**src/rtl/alu_pkg.sv**
```systemverilog
// Shared encodings for the ALU, the condition-code register and the sharing sequencer.
package alu_pkg;

  localparam logic [1:0] OP_ADD = 2'b00;
  localparam logic [1:0] OP_SUB = 2'b01;
  localparam logic [1:0] OP_AND = 2'b10;
  localparam logic [1:0] OP_XOR = 2'b11;

  // Bit positions inside the {ZF,SF,OF} register.
  localparam int unsigned CC_ZF = 2;
  localparam int unsigned CC_SF = 1;
  localparam int unsigned CC_OF = 0;

  typedef enum logic [1:0] {
    StIdle = 2'b00,
    StExec = 2'b01,
    StResp = 2'b10
  } state_e;

endpackage

```
**src/rtl/alu.sv**
```systemverilog
// Combinational W-bit ALU: add, sub (num1-num2), and, xor with signed overflow flag.
module alu import alu_pkg::*; #(
  parameter int unsigned W = 64
) (
  input  logic [W-1:0] num1,
  input  logic [W-1:0] num2,
  input  logic [1:0]   operation,
  output logic [W-1:0] result,
  output logic         overflow_flag
);

  always_comb begin
    result        = '0;
    overflow_flag = 1'b0;
    unique case (operation)
      OP_ADD: begin
        result        = num1 + num2;
        overflow_flag = (num1[W-1] == num2[W-1]) && (result[W-1] != num1[W-1]);
      end
      OP_SUB: begin
        result        = num1 - num2;
        overflow_flag = (num1[W-1] != num2[W-1]) && (result[W-1] != num1[W-1]);
      end
      OP_AND: result = num1 & num2;
      OP_XOR: result = num1 ^ num2;
      default: ;
    endcase
  end

endmodule

```
**src/rtl/rr_arb2.sv**
```systemverilog
// Two-way round-robin arbiter; the pointer moves to the loser whenever update is pulsed.
module rr_arb2 (
  input  logic       clk,
  input  logic       reset_n,
  input  logic [1:0] valid,
  input  logic       update,
  output logic [1:0] grant
);

  logic ptr_q;

  always_comb begin
    grant = 2'b00;
    if (valid[ptr_q]) begin
      grant[ptr_q] = 1'b1;
    end else if (valid[~ptr_q]) begin
      grant[~ptr_q] = 1'b1;
    end
  end

  // Granting requester 0 hands priority to requester 1, and vice versa.
  always_ff @(posedge clk or negedge reset_n) begin
    if (!reset_n) begin
      ptr_q <= 1'b0;
    end else if (update) begin
      ptr_q <= grant[0];
    end
  end

endmodule

```
**src/rtl/alu_share_ctrl.sv**
```systemverilog
// Round-robin sequencer sharing one ALU between two requesters; owns the {ZF,SF,OF} register.
// Optional ALU_SHARE_PERF_EN adds saturating per-requester op counters and a stall counter.
module alu_share_ctrl import alu_pkg::*; #(
  parameter int unsigned W        = 64,
  parameter logic [2:0]  CC_RESET = 3'b100
) (
  input  logic           clk,
  input  logic           reset_n,
  input  logic [1:0]     req_valid,
  output logic [1:0]     req_ready,
  input  logic [2*W-1:0] req_a,
  input  logic [2*W-1:0] req_b,
  input  logic [3:0]     req_op,
  input  logic [1:0]     req_set_cc,
  output logic           resp_valid,
  output logic           resp_id,
  output logic [W-1:0]   resp_result,
  output logic           resp_ovf,
  input  logic           resp_ready,
  output logic [2:0]     cc
`ifdef ALU_SHARE_PERF_EN
  ,
  output logic [31:0]    perf_ops0,
  output logic [31:0]    perf_ops1,
  output logic [31:0]    perf_stall
`endif
);

  state_e         state_q, state_d;
  logic [1:0]     grant;
  logic           accept;
  logic           sel;
  logic [W-1:0]   a_q, b_q;
  logic [1:0]     op_q;
  logic           set_cc_q, id_q;
  logic [W-1:0]   alu_res;
  logic           alu_ovf;
  logic [W-1:0]   result_q;
  logic           ovf_q, rid_q;
  logic [2:0]     cc_q;

  assign accept = (state_q == StIdle) && (grant != 2'b00);
  assign sel    = grant[1];

  rr_arb2 u_arb (
    .clk     (clk),
    .reset_n (reset_n),
    .valid   (req_valid),
    .update  (accept),
    .grant   (grant)
  );

  alu #(.W(W)) u_alu (
    .num1          (a_q),
    .num2          (b_q),
    .operation     (op_q),
    .result        (alu_res),
    .overflow_flag (alu_ovf)
  );

  always_comb begin
    state_d = state_q;
    unique case (state_q)
      StIdle:  if (accept) state_d = StExec;
      StExec:  state_d = StResp;
      StResp:  if (resp_ready) state_d = StIdle;
      default: state_d = StIdle;
    endcase
  end

  always_ff @(posedge clk or negedge reset_n) begin
    if (!reset_n) begin
      state_q  <= StIdle;
      a_q      <= '0;
      b_q      <= '0;
      op_q     <= OP_ADD;
      set_cc_q <= 1'b0;
      id_q     <= 1'b0;
      result_q <= '0;
      ovf_q    <= 1'b0;
      rid_q    <= 1'b0;
      cc_q     <= CC_RESET;
    end else begin
      state_q <= state_d;
      if (accept) begin
        a_q      <= sel ? req_a[2*W-1:W] : req_a[W-1:0];
        b_q      <= sel ? req_b[2*W-1:W] : req_b[W-1:0];
        op_q     <= sel ? req_op[3:2] : req_op[1:0];
        set_cc_q <= req_set_cc[sel];
        id_q     <= sel;
      end
      if (state_q == StExec) begin
        result_q <= alu_res;
        ovf_q    <= alu_ovf;
        rid_q    <= id_q;
        if (set_cc_q) begin
          cc_q[CC_ZF] <= (alu_res == '0);
          cc_q[CC_SF] <= alu_res[W-1];
          cc_q[CC_OF] <= alu_ovf;
        end
      end
    end
  end

  assign req_ready   = (state_q == StIdle) ? grant : 2'b00;
  assign resp_valid  = (state_q == StResp);
  assign resp_id     = rid_q;
  assign resp_result = result_q;
  assign resp_ovf    = ovf_q;
  assign cc          = cc_q;

`ifdef ALU_SHARE_PERF_EN
  logic [31:0] ops0_q, ops1_q, stall_q;
  logic        hs;

  assign hs = resp_valid && resp_ready;

  always_ff @(posedge clk or negedge reset_n) begin
    if (!reset_n) begin
      ops0_q  <= '0;
      ops1_q  <= '0;
      stall_q <= '0;
    end else begin
      if (hs && !rid_q && (ops0_q != '1)) ops0_q <= ops0_q + 32'd1;
      if (hs && rid_q && (ops1_q != '1)) ops1_q <= ops1_q + 32'd1;
      if (((req_valid & ~req_ready) != 2'b00) && (stall_q != '1)) stall_q <= stall_q + 32'd1;
    end
  end

  assign perf_ops0  = ops0_q;
  assign perf_ops1  = ops1_q;
  assign perf_stall = stall_q;
`endif

endmodule

```
**config.mk**
```make
export PLATFORM = sky130hd
export DESIGN_NAME = alu_share_ctrl
export DESIGN_NICKNAME = d
export VERILOG_FILES = /design/src/rtl/alu_pkg.sv /design/src/rtl/alu.sv /design/src/rtl/rr_arb2.sv /design/src/rtl/alu_share_ctrl.sv
export SDC_FILE = /design/constraint.sdc
export NUM_CORES = 1
export LEC_CHECK = 0
export CAP_MARGIN = 20
export CORE_UTILIZATION = 45
export CTS_CLUSTER_SIZE = 20
export DETAILED_ROUTE_END_ITERATION = 12
export GPL_TIMING_DRIVEN = 1
export PLACE_DENSITY = 0.8
export RECOVER_POWER = 100
export REMOVE_ABC_BUFFERS = 1
export SLEW_MARGIN = 40
export SYNTH_ARGS = -nofsm -noshare
export SYNTH_HDL_FRONTEND = slang
export SYNTH_SLANG_ARGS = --single-unit
```
**constraint.sdc**
```tcl
create_clock -name clk -period 8.1 [get_ports clk]
set_input_delay 2.43 -clock clk [delete_from_list [all_inputs] [get_ports clk]]
set_output_delay 2.43 -clock clk [all_outputs]
set_load 0.01 [all_outputs]
```
=== After elaboration in Yosys (flattened, before gate mapping) ===
Index checks and enable logic that the tools add are counted.

* Mux-type cells: 21
* Equal/unequal tests: 11
* $lt $le $gt $ge: 5
* Bitwise gates (word level): 3
* Add/sub/neg operators: 2
* Reductions and logical operators: 11

{| class="wikitable"
|+ Operator list
! operator !! count
|-
| $pmux 64 s4 || 1
|-
| $mux 64 || 2
|-
| $add 64x64->64 || 1
|-
| $and 64x64->64 || 1
|-
| $logic_not 64->1 || 1
|-
| $sub 64x64->64 || 1
|-
| $xor 64x64->64 || 1
|-
| $mux 2 || 6
|-
| $mux 1 || 8
|-
| $eq 2x2->1 const B || 3
|-
| $lt 1x2->1 const B || 3
|-
| $pmux 2 s3 || 1
|-
| $logic_and 1x1->1 || 5
|-
| $eq 2x1->1 const B || 2
|-
| $logic_not 2->1 || 2
|-
| $reduce_and 2->1 || 2
|-
| $ne 1x1->1 || 3
|-
| $demux 1 s1 || 2
|-
| $ge 1x1->1 const B || 2
|-
| $ne 2x1->1 const B || 1
|-
| $ne 2x2->1 const B || 1
|-
| $pmux 1 s2 || 1
|-
| $reduce_bool 2->1 || 1
|-
| $eq 1x1->1 || 1
|-
| $not 1->1 || 1
|}

* Logic and storage cells: 64
* Output and inout port bits: 72
* Register bits after elaboration: 204
* Input bits: 267

=== Depth between registers and ports, before layout ===
* Depth in word-level cells: 11
* Mapped depth: 17
* Gate-level depth less buffers: 16

=== Cells and area by module ===
Synthesis repeated with hierarchy kept, for this count alone.

* Cells, all modules: 2322
* Area, all modules: 18521.5 um^2

{| class="wikitable"
|+ By module, submodules not included
! module !! seq. area each (um^2) !! times used !! cells an instance !! area each (um^2)
|-
| alu || 0.0 || 1 || 1564 || 9616.7
|-
| alu_share_ctrl || 5081.1 || 1 || 753 || 8842.2
|-
| rr_arb2 || 25.0 || 1 || 5 || 62.6
|}

=== Worst setup path before layout ===
No wires, ideal clock.

* Path type: input to output
* Start point: input port req_valid[0]
* End point: output port req_ready[0]
* Stages on the path: 2
* Data arrival time: 3441 ps
* Data required time: 5670 ps
* Slack: 2229 ps
* Cells stage by stage: inv_1 a2111oi_0

* Cells in the longest elaborated chain, start to end: 5
* Elaborated cells on any way between the ends: 7

{| class="wikitable"
|+ Ends and longest elaborated chain
! what !! line !! text
|-
| start, declared || alu_share_ctrl.sv:9 || <nowiki>input logic [1:0] req_valid,</nowiki>
|-
| $mux 1 (not written as such) (2 in a row) || rr_arb2.sv:16 || <nowiki>end else if (valid[~ptr_q]) begin</nowiki>
|-
| $mux 2 || rr_arb2.sv:16 ||
|-
| $mux 2 * || rr_arb2.sv:14 || <nowiki>if (valid[ptr_q]) begin</nowiki>
|-
| $mux 2 * || alu_share_ctrl.sv:105 || <nowiki>assign req_ready = (state_q == StIdle) ? grant : 2'b00;</nowiki>
|-
| end, declared || alu_share_ctrl.sv:10 || <nowiki>output logic [1:0] req_ready,</nowiki>
|}

Mark *: on every way between the ends. The rest lies on a longest branch, timed or not. The select of a mux whose other input is x is not followed.

=== Final worst setup path ===
* Start point: register op_q[1]
* End point: register cc_q[2], in the netlist cc[2]

* Cells in the longest elaborated chain, start to end: 3
* Elaborated cells on any way between the ends: 6

{| class="wikitable"
|+ Ends and longest elaborated chain
! what !! line !! text
|-
| start, declared || alu_share_ctrl.sv:34 || <nowiki>logic [1:0] op_q;</nowiki>
|-
| start signal, assigned || alu_share_ctrl.sv:88 || <nowiki>op_q <= sel ? req_op[3:2] : req_op[1:0];</nowiki>
|-
| $eq 2x2->1 (tied with other cells) || alu.sv:15 || <nowiki>unique case (operation)</nowiki>
|-
| $pmux 64 s4 * || alu.sv:15 ||
|-
| $logic_not 64->1 * || alu_share_ctrl.sv:97 || <nowiki>cc_q[CC_ZF] <= (alu_res == '0);</nowiki>
|-
| end signal, assigned by index || alu_share_ctrl.sv:97 ||
|-
| end signal, assigned by index || alu_share_ctrl.sv:98 || <nowiki>cc_q[CC_SF] <= alu_res[W-1];</nowiki>
|-
| end signal, assigned by index || alu_share_ctrl.sv:99 || <nowiki>cc_q[CC_OF] <= alu_ovf;</nowiki>
|-
| end, declared || alu_share_ctrl.sv:40 || <nowiki>logic [2:0] cc_q;</nowiki>
|}

Mark *: on every way between the ends. The rest lies on a longest branch, timed or not.
A chain may end at the register's enable or synchronous reset.

==> impl_metrics.csv <==
group,metric,value,unit
worst_setup_path,endpoint_kind,"register",
layout,multi_input_area,12830,um2
sta,final.min_clock_period,7349,ps
worst_setup_path,crit_end,"cc[2]$_DFFE_PN1P_",
worst_setup_path,ff2ff_setup_slack,750,ps
die,rows,75,
die,fp.dieW,208.1,um
sta,hold_viol,0,
worst_setup_path,worstRegToRegCells,9,
layout,fill_cells,3928,
die,core_region_area,41950,um2
worst_setup_path,cp_cell_sequence,"inv_1, clkbuf_1, nand2_1, o221a_2, o22ai_1, o2111ai_1, nor4_1, nand4_1, o21ai_0",
worst_setup_path,path_depth,9,
clock_network,h-tree-depth,1,
sta,worst_slack,751.4,ps
worst_setup_path,worstPathArrival,7800,ps
worst_setup_path,crit_start,"op_q[1]$_DFFE_PN0P_",
sta,min_period_over_period,0.9072,
worst_setup_path,crit_family,"buffers and inverters",
synthesis,ys_warn_count,0,
worst_setup_path,startpoint_type,"register",
sta,slew_violations,481,
sta,tightest_slew,4017,ps
layout,area_growth,22.72,%
clock_network,path_clk_slew,60,ps
worst_hold_path,hold_class,"register to register",
worst_setup_path,path_class,"register to register",
synthesis,synth_area,19110,um2
clock_network,cts_root_buf,"clkbuf_16",
worst_setup_path,cp.required,8560,ps
synthesis,netlist_instances,2460,
worst_setup_path,timing.rr.start,"op_q[1]$_DFFE_PN0P_",
worst_setup_path,crit_buf_inv,2,
clock_network,cts_tree,"done",
clock_network,clkLatencyLatePin,550,ps
sta,setup_viol,0,
routing,ant_nets,0,
worst_setup_path,cpMaxStageDelayCell,"clkbuf_1",
clock_network,cts_buffer_depth,3,
grt,grt_pass1_wl,114000,um
placed_design,place_congestion,0.9527,
grt,grt_max_degree,264,
sta,rsz0062_at_grt,"no",
die,dieArea,43280,um2
layout,layout.nets,3078,
synthesis,async_reset_ff_frac,1.000,
synthesis,synth-main-ff-cell,"dfrtp_1",
routing,via_per_inst,6.369,
synthesis,ys_seq_area_frac,0.2673,
outcome,failed_checks,"max-capacitance violations, max-slew violations",
routing,drc,0,
layout,antenna_cells,0,
routing,dr.pass1.iters,9,
layout,regArea,5110,um2
routing,vias,20603,
die,start_util,0.4555,
grt,grt_pass1_vias,19810,
flow_run,cap_violations,9,
sta,relSlewSlack,-1.678,
placed_design,port_buffers,338,
clock_network,clock_sinks,204,
routing,routedWlPerCell,22.63,um
grt,grt.total_usage,0.3292,
clock_network,ctsResizeCount,0,
clock_network,numCtsBuffers,24,
grt,grt_overflow,0,
synthesis,ys_ff_latch,204,
placed_design,post-place-ws,1556,ps
grt,antenna_found_initial,0,
synthesis,synth_area_per_cell,7.767,um2
sta,max_freq,136.1,MHz
worst_setup_path,cpPeakStageDelay,1680,ps
synthesis,synth.distinct_cells,103,
layout,drive_above_1_share,0.05045,
die,num_io_pins,339,
routing,wl,73220,um
die,die_h,208.1,um
synthesis,synth_edf_count,0,
clock_network,postCtsSetupBuffers,0,
worst_setup_path,crit_fanout,51,
routing,dr.first_iter.drc_count,1913,
worst_setup_path,r2r-end,"cc[2]$_DFFE_PN1P_",
clock_network,cts_hold_buf,0,
sta,skew,20.03,ps
placed_design,hpwl,54750,um
outcome,status,"complete, but fails checks",
## per-layer routing
layer | vias to the layer above | wire length [um] | track usage
met5 | - | 0 | 0
met4 | 0 | 2346 | 0.1073
met2 | 1006 | 33280 | 0.5271
li1 | 9503 | - | -
met3 | 163 | 5781 | 0.05147
met1 | 9931 | 31810 | 0.4530
## through the flow
step	util	setup TNS [ps]	hold slack (ps)	cell area [um2]	std cells
after CTS	0.5590	0	479.1	23450	3232
after global placement	0.5408	0	461.4	22690	3190
final	0.5590	0	467.4	23450	3235
after detailed placement	0.5411	0	464.7	22700	3191
after global routing	0.5590	0	493.0	23450	3235
after floorplan	-	-1493880	453.8	18450	2299
## state kept, by name, summed over array words and instances, names as in the netlist
signal	cells
a_q	64
b_q	64
cc	3
id_q	1
op_q	2
resp_id	1
resp_ovf	1
resp_result	64
set_cc_q	1
state_q	2
u_arb.ptr_q	1
## worst min path at each step
stage | startpoint | end | slack [ps] | cells past startpoint
final | resp_result[26]$_DFFE_PN0N_ | resp_result[26]$_DFFE_PN0N_ | 470 | 2
after global routing | resp_result[26]$_DFFE_PN0N_ | resp_result[26]$_DFFE_PN0N_ | 490 | 2
after CTS | resp_result[26]$_DFFE_PN0N_ | resp_result[26]$_DFFE_PN0N_ | 480 | 2
after floorplan | b_q[63]$_DFFE_PN0P_ | b_q[63]$_DFFE_PN0P_ | 450 | 2
after global placement | resp_ovf$_DFFE_PN0N_ | resp_ovf$_DFFE_PN0N_ | 460 | 2
after detailed placement | resp_result[26]$_DFFE_PN0N_ | resp_result[26]$_DFFE_PN0N_ | 460 | 2
## final cells by class
cell class / count / share of cell area
clock buffers: 35 / 0.03042
clock inverters: 6 / 0.001547
inverters: 141 / 0.02257
repair buffers: 356 / 0.1517
well taps: 539 / 0.02876
multi-input cells: 1954 / 0.5471
flip-flops and latches: 204 / 0.2179
## synth_stat cells (22+ instances only)
cell | instances | area share
nand2_1 | 314 | 0.062
o21ai_0 | 269 | 0.070
dfrtp_1 | 203 | 0.27
a21oi_1 | 181 | 0.047
nor2_1 | 160 | 0.031
mux2i_1 | 140 | 0.073
inv_1 | 136 | 0.027
ha_1 | 128 | 0.084
clkbuf_1 | 116 | 0.023
nor3_1 | 55 | 0.014
nand3_1 | 53 | 0.014
o31ai_1 | 43 | 0.017
a211oi_1 | 37 | 0.015
nand4_1 | 37 | 0.012
a21o_1 | 28 | 0.011
a31oi_1 | 27 | 0.0088
nor4_1 | 27 | 0.0088
o21bai_1 | 26 | 0.010
buf_2 | 25 | 0.0065
o211ai_1 | 24 | 0.0094
mux2_2 | 22 | 0.013
## logic make-up (layout without fill, tap and decap cells)
| group | count (synthesis) | count (layout) | synth area share |
|---|---|---|---|
| compound gates | 862 | 862 | 0.2990 |
| simple gates | 786 | 786 | 0.1931 |
| buf+inv | 302 | 538 | 0.06202 |
| flops | 204 | 204 | 0.2673 |
| mux | 162 | 162 | 0.08631 |
| fa+ha+maj | 130 | 130 | 0.08592 |
| xor+xnor | 14 | 14 | 0.006418 |
## cells in the final DEF (no fill, tap or decap), drive strengths merged, types with 53 or more instances in the layout
cell           instances
clkdlybuf4s50        263
a21oi                182
dlygate4sd3           74
nor2                 162
dfrtp                203
nor3                  55
ha                   128
o21ai                274
nand3                 53
nand2                314
inv                  139
mux2i                140
## worst min-delay path, cell delays in order, from the launching register on
cell	delay, ps
dfrtp_1	340
nand2_1	50
nand2_1	50
Power is left out: the tool's default activity adds up to more than one toggle a clock period on the data nets, which glitch-free logic cannot reach.
